==> config.mk <==
export PLATFORM = sky130hd
export DESIGN_NAME = spi_aes_frame_slave
export DESIGN_NICKNAME = d
export VERILOG_FILES = /design/src/rtl/spi_aes_frame_slave.sv
export SDC_FILE = /design/constraint.sdc
export NUM_CORES = 1
export LEC_CHECK = 0
export BUFFER_PORTS_ARGS = -buffer_cell sky130_fd_sc_hd__buf_4
export CORE_MARGIN = 4
export CORE_UTILIZATION = 23
export CTS_BUF_LIST = sky130_fd_sc_hd__clkbuf_2
export CTS_CLUSTER_DIAMETER = 200
export DETAILED_ROUTE_END_ITERATION = 8
export PLACE_DENSITY_LB_ADDON = 0.25
export SYNTH_ARGS = -nofsm -noshare
export SYNTH_HDL_FRONTEND = slang
export SYNTH_SLANG_ARGS = --single-unit
export TNS_END_PERCENT = 10
==> constraint.sdc <==
create_clock -name clk -period 2 [get_ports clk]
set_input_delay 0 -clock clk [delete_from_list [all_inputs] [get_ports clk]]
set_output_delay 0 -clock clk [all_outputs]
set_load 0.05 [all_outputs]
==> src/rtl/spi_aes_frame_slave.sv <==
// spi_aes_frame_slave: SPI mode-0 slave front-end for an external AES core.
// Frame = command byte, 128-bit block, 32*NK-bit key (all MSB first); the core
// is started with a one-cycle pulse and its result is returned on MISO behind
// a '1' ready marker. All SPI pins are oversampled on clk.
// Optional feature macro: SPI_AES_KEY_RETAIN_EN (keep key across frames,
// command bit6 reuses it and skips the key phase).
module spi_aes_frame_slave #(
    parameter int NK          = 4,
    parameter int SYNC_STAGES = 2
) (
    input  logic              clk,
    input  logic              rst,
    input  logic              sclk,
    input  logic              cs_n,
    input  logic              mosi,
    output logic              miso,
    output logic              core_start,
    output logic              core_mode,
    output logic [127:0]      core_block,
    output logic [32*NK-1:0]  core_key,
    input  logic [127:0]      core_result,
    input  logic              core_done,
    output logic              busy,
    output logic              frame_err
);
    localparam int KW = 32 * NK;
    localparam int CW = $clog2(KW + 129);
    localparam logic [CW-1:0] CMD_LAST  = CW'(7);
    localparam logic [CW-1:0] DATA_LAST = CW'(127);
    localparam logic [CW-1:0] KEY_LAST  = CW'(KW - 1);
    localparam logic [CW-1:0] TX_BITS   = CW'(128);

    typedef enum logic [2:0] {
        S_IDLE, S_CMD, S_DATA, S_KEY, S_WAIT, S_TX, S_END
    } state_t;

    state_t state, state_nxt;

    logic [SYNC_STAGES-1:0] sclk_sync, cs_sync, mosi_sync;
    logic                   sclk_s, cs_s, mosi_s, sclk_d;
    logic                   sclk_rise, sclk_fall;
    logic [CW-1:0]          cnt;
    logic [6:0]             cmd_sh;
    logic [7:0]             cmd_full;
    logic [127:0]           block_q, result_q;
    logic [KW-1:0]          key_q;
    logic                   mode_q, marker_q;
    logic                   err_nxt, start_nxt, abort;
    logic                   cmd_bad, reuse, done_ok;
`ifdef SPI_AES_KEY_RETAIN_EN
    logic                   key_valid, reuse_q;
`endif

    // Input synchronisers; cs_n idles high, so its chain resets to 1.
    always_ff @(posedge clk or negedge rst) begin
        if (!rst) begin
            sclk_sync <= '0;
            cs_sync   <= '1;
            mosi_sync <= '0;
            sclk_d    <= 1'b0;
        end else begin
            sclk_sync <= {sclk_sync[SYNC_STAGES-2:0], sclk};
            cs_sync   <= {cs_sync[SYNC_STAGES-2:0], cs_n};
            mosi_sync <= {mosi_sync[SYNC_STAGES-2:0], mosi};
            sclk_d    <= sclk_s;
        end
    end

    assign sclk_s     = sclk_sync[SYNC_STAGES-1];
    assign cs_s       = cs_sync[SYNC_STAGES-1];
    assign mosi_s     = mosi_sync[SYNC_STAGES-1];
    assign sclk_rise  = sclk_s & ~sclk_d;
    assign sclk_fall  = ~sclk_s & sclk_d;
    assign cmd_full   = {cmd_sh, mosi_s};
    // A done in the start cycle cannot be a real answer for this block.
    assign done_ok    = core_done & ~core_start;

`ifdef SPI_AES_KEY_RETAIN_EN
    assign cmd_bad = (|cmd_full[5:0]) | (cmd_full[6] & ~key_valid);
    assign reuse   = reuse_q;
`else
    assign cmd_bad = (|cmd_full[5:0]) | cmd_full[6];
    assign reuse   = 1'b0;
`endif

    assign busy       = (state != S_IDLE);
    assign core_mode  = mode_q;
    assign core_block = block_q;
    assign core_key   = key_q;

    // State register and the registered one-cycle pulses.
    always_ff @(posedge clk or negedge rst) begin
        if (!rst) begin
            state      <= S_IDLE;
            core_start <= 1'b0;
            frame_err  <= 1'b0;
        end else begin
            state      <= state_nxt;
            core_start <= start_nxt;
            frame_err  <= err_nxt;
        end
    end

    // Next-state logic; a cs_n release mid-frame overrides everything.
    always_comb begin
        state_nxt = state;
        err_nxt   = 1'b0;
        start_nxt = 1'b0;
        abort     = 1'b0;
        case (state)
            S_IDLE: if (!cs_s) state_nxt = S_CMD;
            S_CMD: begin
                if (sclk_rise && cnt == CMD_LAST) begin
                    if (cmd_bad) begin
                        err_nxt   = 1'b1;
                        state_nxt = S_END;
                    end else begin
                        state_nxt = S_DATA;
                    end
                end
            end
            S_DATA: begin
                if (sclk_rise && cnt == DATA_LAST) begin
                    if (reuse) begin
                        start_nxt = 1'b1;
                        state_nxt = S_WAIT;
                    end else begin
                        state_nxt = S_KEY;
                    end
                end
            end
            S_KEY: begin
                if (sclk_rise && cnt == KEY_LAST) begin
                    start_nxt = 1'b1;
                    state_nxt = S_WAIT;
                end
            end
            S_WAIT: if (done_ok) state_nxt = S_TX;
            S_TX: if (sclk_fall && marker_q && cnt == TX_BITS) state_nxt = S_END;
            S_END: if (cs_s) state_nxt = S_IDLE;
            default: state_nxt = S_IDLE;
        endcase
        if (cs_s && (state inside {S_CMD, S_DATA, S_KEY, S_WAIT, S_TX})) begin
            state_nxt = S_IDLE;
            err_nxt   = 1'b1;
            start_nxt = 1'b0;
            abort     = 1'b1;
        end
    end

    // Shift registers, bit counter and MISO driver.
    always_ff @(posedge clk or negedge rst) begin
        if (!rst) begin
            cnt      <= '0;
            cmd_sh   <= '0;
            block_q  <= '0;
            key_q    <= '0;
            result_q <= '0;
            mode_q   <= 1'b0;
            marker_q <= 1'b0;
            miso     <= 1'b0;
`ifdef SPI_AES_KEY_RETAIN_EN
            key_valid <= 1'b0;
            reuse_q   <= 1'b0;
`endif
        end else begin
            case (state)
                S_IDLE: begin
                    cnt      <= '0;
                    cmd_sh   <= '0;
                    block_q  <= '0;
                    result_q <= '0;
                    mode_q   <= 1'b0;
                    marker_q <= 1'b0;
                    miso     <= 1'b0;
`ifdef SPI_AES_KEY_RETAIN_EN
                    reuse_q  <= 1'b0;
`else
                    key_q    <= '0;
`endif
                end
                S_CMD: begin
                    if (sclk_rise) begin
                        cmd_sh <= cmd_full[6:0];
                        cnt    <= (cnt == CMD_LAST) ? '0 : cnt + CW'(1);
                        if (cnt == CMD_LAST) begin
                            mode_q  <= cmd_full[7];
`ifdef SPI_AES_KEY_RETAIN_EN
                            reuse_q <= cmd_full[6];
`endif
                        end
                    end
                end
                S_DATA: begin
                    if (sclk_rise) begin
                        block_q <= {block_q[126:0], mosi_s};
                        cnt     <= (cnt == DATA_LAST) ? '0 : cnt + CW'(1);
                    end
                end
                S_KEY: begin
                    if (sclk_rise) begin
                        key_q <= {key_q[KW-2:0], mosi_s};
                        cnt   <= (cnt == KEY_LAST) ? '0 : cnt + CW'(1);
`ifdef SPI_AES_KEY_RETAIN_EN
                        if (cnt == KEY_LAST) key_valid <= 1'b1;
`endif
                    end
                end
                S_WAIT: begin
                    miso <= 1'b0;
                    if (done_ok) begin
                        result_q <= core_result;
                        cnt      <= '0;
                        marker_q <= 1'b0;
                    end
                end
                S_TX: begin
                    // Marker first, then 128 result bits, then drive low.
                    if (sclk_fall) begin
                        if (!marker_q) begin
                            miso     <= 1'b1;
                            marker_q <= 1'b1;
                        end else if (cnt == TX_BITS) begin
                            miso <= 1'b0;
                        end else begin
                            miso     <= result_q[127];
                            result_q <= {result_q[126:0], 1'b0};
                            cnt      <= cnt + CW'(1);
                        end
                    end
                end
                S_END: miso <= 1'b0;
                default: ;
            endcase
            if (abort) begin
                cnt      <= '0;
                cmd_sh   <= '0;
                block_q  <= '0;
                key_q    <= '0;
                result_q <= '0;
                mode_q   <= 1'b0;
                marker_q <= 1'b0;
                miso     <= 1'b0;
`ifdef SPI_AES_KEY_RETAIN_EN
                key_valid <= 1'b0;
                reuse_q   <= 1'b0;
`endif
            end
        end
    end

endmodule

# Word-level counts from Yosys, hierarchy flattened
# Cells that the tools add are included.
dict set report word_totals {
  register_bits 415
  in_bits 134
  out_inout_bits 261
  wordCells 130
}
dict set report op_classes {
  n_addsub 1
  n_eq_ne 25
  muxes 56
  bitwise_logic 7
  n_reduce_logical 26
}
# operator n
set op_table {}
lappend op_table {{$mux 128} 9}
lappend op_table {{$pmux 128 s2} 2}
lappend op_table {{$pmux 128 s3} 1}
lappend op_table {{$mux 9} 9}
lappend op_table {{$pmux 9 s5} 1}
lappend op_table {{$ne 3x3->1 const B} 10}
lappend op_table {{$mux 3} 9}
lappend op_table {{$pmux 3 s7} 1}
lappend op_table {{$mux 1} 18}
lappend op_table {{$ne 3x2->1 const B} 5}
lappend op_table {{$reduce_bool 3->1} 5}
lappend op_table {{$mux 7} 2}
lappend op_table {{$pmux 7 s2} 1}
lappend op_table {{$reduce_and 7->1} 2}
lappend op_table {{$add 9x1->9 const B} 1}
lappend op_table {{$eq 3x3->1 const B} 3}
lappend op_table {{$eq 9x3->1 const B} 1}
lappend op_table {{$eq 9x7->1 const B} 1}
lappend op_table {{$eq 9x8->1 const B} 1}
lappend op_table {{$reduce_and 2->1} 4}
lappend op_table {{$eq 3x2->1 const B} 2}
lappend op_table {{$reduce_and 3->1} 2}
lappend op_table {{$reduce_bool 6->1} 1}
lappend op_table {{$reduce_or 6->1} 1}
lappend op_table {{other kinds (14)} 23}

# Longest topological paths before layout
dict set report logic_depth {
  ltp_word 7
  mapped_depth 9
  mapped_depth_nobuf 7
}

# Least setup slack after synthesis
# No wires, ideal clock.
dict set report synth_path {
  path_kind {register to register}
  start {register cnt[0]}
  end {register result_q[105]}
  setup_ns 0.126
  arrival_time_ns 1.970
  t_required_ns 1.874
  setup_slack_ns -0.096
  path_stages_with_launch 10
  n_path_buf 2
  period_less_slack_ns 2.096
  cell_sequence {dfrtp_1 > inv_1 > ha_1 > or4bb_1 > o21a_1 > o211a_1 > buf_2 > buf_2 > nor2_1 > a21oi_1}
}
dict set report synth_via {
  elab_chain_len 3
}
# item line_no
set synth_rtl {}
lappend synth_rtl {{from (decl)} 42} ;# logic [CW-1:0] cnt;
lappend synth_rtl {{from (signal assigned)} 185} ;# cnt <= (cnt == CMD_LAST) ? '0 : cnt + CW'(1);
lappend synth_rtl {{from (signal assigned)} 197} ;# cnt <= (cnt == DATA_LAST) ? '0 : cnt + CW'(1);
lappend synth_rtl {{from (signal assigned)} 203} ;# cnt <= (cnt == KEY_LAST) ? '0 : cnt + CW'(1);
lappend synth_rtl {{$eq 9x8->1} 223} ;# end else if (cnt == TX_BITS) begin
lappend synth_rtl {{$ne 3x3->1 (no source line)} n/a}
lappend synth_rtl {{$reduce_and 5->1 (no source line)} n/a}
lappend synth_rtl {{to (signal assigned)} 212} ;# result_q <= core_result;
lappend synth_rtl {{to (signal assigned)} 227} ;# result_q <= {result_q[126:0], 1'b0};
lappend synth_rtl {{to (decl)} 45} ;# logic [127:0] block_q, result_q;
# No other way between the ends.
# A chain may end at the register's enable or synchronous reset.

# Worst setup path after layout
dict set report layout_path {
  start {register state[2]}
  end {output busy}
}
dict set report layout_via {
  elab_chain_len 1
}
# item line_no
set layout_rtl {}
lappend layout_rtl {{from (decl)} 37} ;# state_t state, state_nxt;
lappend layout_rtl {{from (signal assigned)} 98} ;# state <= state_nxt;
lappend layout_rtl {{$reduce_bool 3->1} 86} ;# assign busy = (state != S_IDLE);
lappend layout_rtl {{to (decl)} 23} ;# output logic busy,
# No other way between the ends.

==> out/metrics.cfg <==
[floorplan]
die_area_um2=80000
io_pins=395
num_rows=100
coreArea_um2=74700
die_h_um=283
start_util_pct=23.2
die_x_um=283

[drt]
vias_per_cell=4.79
drt_wl_total_um=66800
ant_nets=0
vias=17200
first_pass_iters=5
drtIter0Drc=1041
wl_per_cell_um=18.6
drc=0

[setup_path]
end_kind=output pin
crit_arrival_ns=2.34
critPathTopFamily=flip-flops
crit_buf_inv=3
rr_startpoint=cnt[0]$_DFFE_PN0P_
critPathSlowestCell=dfrtp_2
max_stage_delay_ns=0.43
required_ns=2.00
crit_start=state[2]$_DFFE_PN0P_
crit_type=reg2out
cp_cell_sequence=buf_6, or3_4, buf_16, buf_12
crit_fanout=2
critical_path.startpoint_type=register

[pwr]
peakVddDrop_mv=0.653
pwr-share-clk_pct=22.3
combPwrFrac_pct=40.9
p_sw_mw=11.2
p_int_mw=16.8
power_frac_seq_pct=36.8
p_sw_share_pct=39.9
p_leak_nw=12.5
p_per_area_nw_per_um2=1010

[min_path]
worstHoldStart=core_result[14]
hold_class=in2reg

[yosys]
synth-edff-count=0
async_flop_share_pct=100
ys_ff_latch=415
seq_area_frac_synth_pct=59.8
synth_cell_type_count=54
syn_avg_cell_area_um2=9.93
synth_fp_nets=1885
ys.flop_type=dfrtp_1
netlist_instances=1749
netlist_area_um2=17400
yosysWarnings=0

[global_routing]
use_met1_pct=19.3
met3_usage_pct=6.84
grt_pass1_vias=17800
grt.busiest_layer=met2
grt_pass1_wl_um=102000
met2_usage_pct=25.6
grt_max_degree=84
grt_use_total_pct=15.9
grt_overflow=0
antenna_found_initial=2

[clock_tree]
max-clock-path-buffers=3
clk_latency_ns=1.17
cts_inserted_buffers=116
clockRootBuffer=clkbuf_2
numClockSinks=415
cts_tree=done
htreeDepth=3
clk_pin_slew_ns=0.10

[timing]
slew_viol_final=0
hold_viol=0
setup_ws_ns=-0.339
fin_crit_sh_pct=117
fin_worst_skew_ns=0.122
fmax_mhz=428
fin_setup_tns_ns=-33.03
tightest_slew_ns=0.551
finalSetupViolCount=261
fin_crit_ns=2.34
slew_headroom_pct=63.2
grt_setup_unrepaired=true

[flow_run]
cap_violations=0

[cells_and_area]
synthToLayoutAreaGrowth_pct=59.6
final_common_cell=dfrtp_1
nFillCells=7286
layout-drive-gt1-share_pct=33.9
final_nets=2657
layout_common_cells=403 x dfrtp_1, 376 x buf_4, 279 x dlygate4sd3_1, 255 x a22oi_1, 206 x a21oi_1
multi_input_area_um2=6930
fin_util_pct=37.1
regArea_um2=10400

[run_status]
outcome=finished, violations left
violations=negative setup slack

[placement]
io_buffers=394
place_congestion=0.783
dp_hpwl_um=38800

[Yosys cell counts, drive strengths merged, types with 3 or more instances]
master / count / share of area (%)
nand3: 137 / 3.9
dfrtp: 413 / 60
o21a: 3 / 0.13
a31oi: 3 / 0.11
nor2: 266 / 5.8
a21oi: 259 / 7.5
nand2: 135 / 2.9
nor3: 7 / 0.20
a31o: 8 / 0.40
nor2b: 4 / 0.14
o31ai: 4 / 0.17
or2: 3 / 0.11
buf: 54 / 1.9
nand2b: 6 / 0.22
clkbuf: 111 / 2.4
o311ai: 3 / 0.25
nand4: 5 / 0.18
o21ai: 15 / 0.43
inv: 9 / 0.19
a22oi: 255 / 11
and3: 12 / 0.46
[metrics by stage]
stage | total power [mW] | hold slack (ns) | cells | worst slack (ns) | area (µm²)
2_1_floorplan | 15.3 | -0.296 | 1749 | -0.0563 | 17400
3_3_place_gp | 17.5 | 0.0528 | 3052 | -0.116 | 22100
3_5_place_dp | 17.7 | 0.0549 | 3052 | -0.152 | 22100
4_1_cts | 27.0 | 0.000115 | 3566 | -0.526 | 27100
5_1_grt | 29.8 | 0.0101 | 3583 | -0.593 | 27700
6_report | 28.0 | 0.222 | 3583 | -0.339 | 27700
[power groups by stage]
stage	Combinational [mW]	Sequential [mW]	Clock (mW)
6_report	11.4	10.3	6.23
3_3_place_gp	7.29	10.3	0
4_1_cts	10.2	10.1	6.59
2_1_floorplan	5.13	10.1	0
3_5_place_dp	7.45	10.3	0
5_1_grt	12.3	10.4	7.05
[cell families (layout without fill, tap and decap cells)]
logic type	Yosys count	in the layout	synth area share (%)
AND/OR/NAND/NOR	589	589	14.6
other	0	5	0
flip-flops	415	415	59.8
adder cells (fa/ha/maj)	2	2	0.144
buffers and inverters	174	1031	4.47
AO/OA/AOI/OAI	569	572	20.9
[sequential cells by signal, indices dropped and copies added (netlist names)]
name,cells
sclk_sync,2
cnt,9
result_q,128
state,3
marker_q,1
sclk_d,1
frame_err,1
core_start,1
miso,1
cs_sync,2
core_mode,1
cmd_sh,7
core_key,128
core_block,128
mosi_sync,2
[worst paths after layout]
kind	to	slack [ns]	cells after the start
setup / recovery	busy	-0.34	4
hold / removal	result_q[14]$_DFFE_PN0P_	0.22	5
setup reg to reg	result_q[32]$_DFFE_PN0P_	-0.27	9
hold reg to reg	sclk_sync[1]$_DFF_PN0_	0.35	0
max in group asynchronous	core_block[56]$_DFFE_PN0P_	0.67	6
min in group asynchronous	result_q[92]$_DFFE_PN0P_	0.48	5
[routing by layer]
layer  up-vias  part of all wire, %
li1       7853                    -
met1      8599                   41
met2       573                   47
met3       129                  9.5
met4         0                  2.4
met5         -                    0
[cell type report]
class	instances	share of cell area [%]
antenna	5	0.0451
inverter	9	0.122
clock buffer	168	3.03
sequential	415	37.5
multi-input combinational	1163	25.0
clock inverter	38	0.700
timing repair buffer	816	29.2
tap	969	4.37
[what timing repair did]
action | in CTS | in global routing
pin swaps | 9 | 6
hold buffers | 280 | 0
buffers inserted | 13 | 7
endpoints found under the hold margin | 559 | 0
gates cloned | 15 | 7
gates resized for setup | 186 | 124
endpoints found under the setup margin | 223 | 389
[worst register-to-register path, delay by kind of cell (launching register included)]
family,cells,cell delay [ns]
and+or+nand+nor,2,0.58
buffers and inverters,3,0.40
AOI/OAI and AO/OA,3,0.66
DFF,1,0.39
adders and majority gates,1,0.15
(Power assumes the default switching activity.)
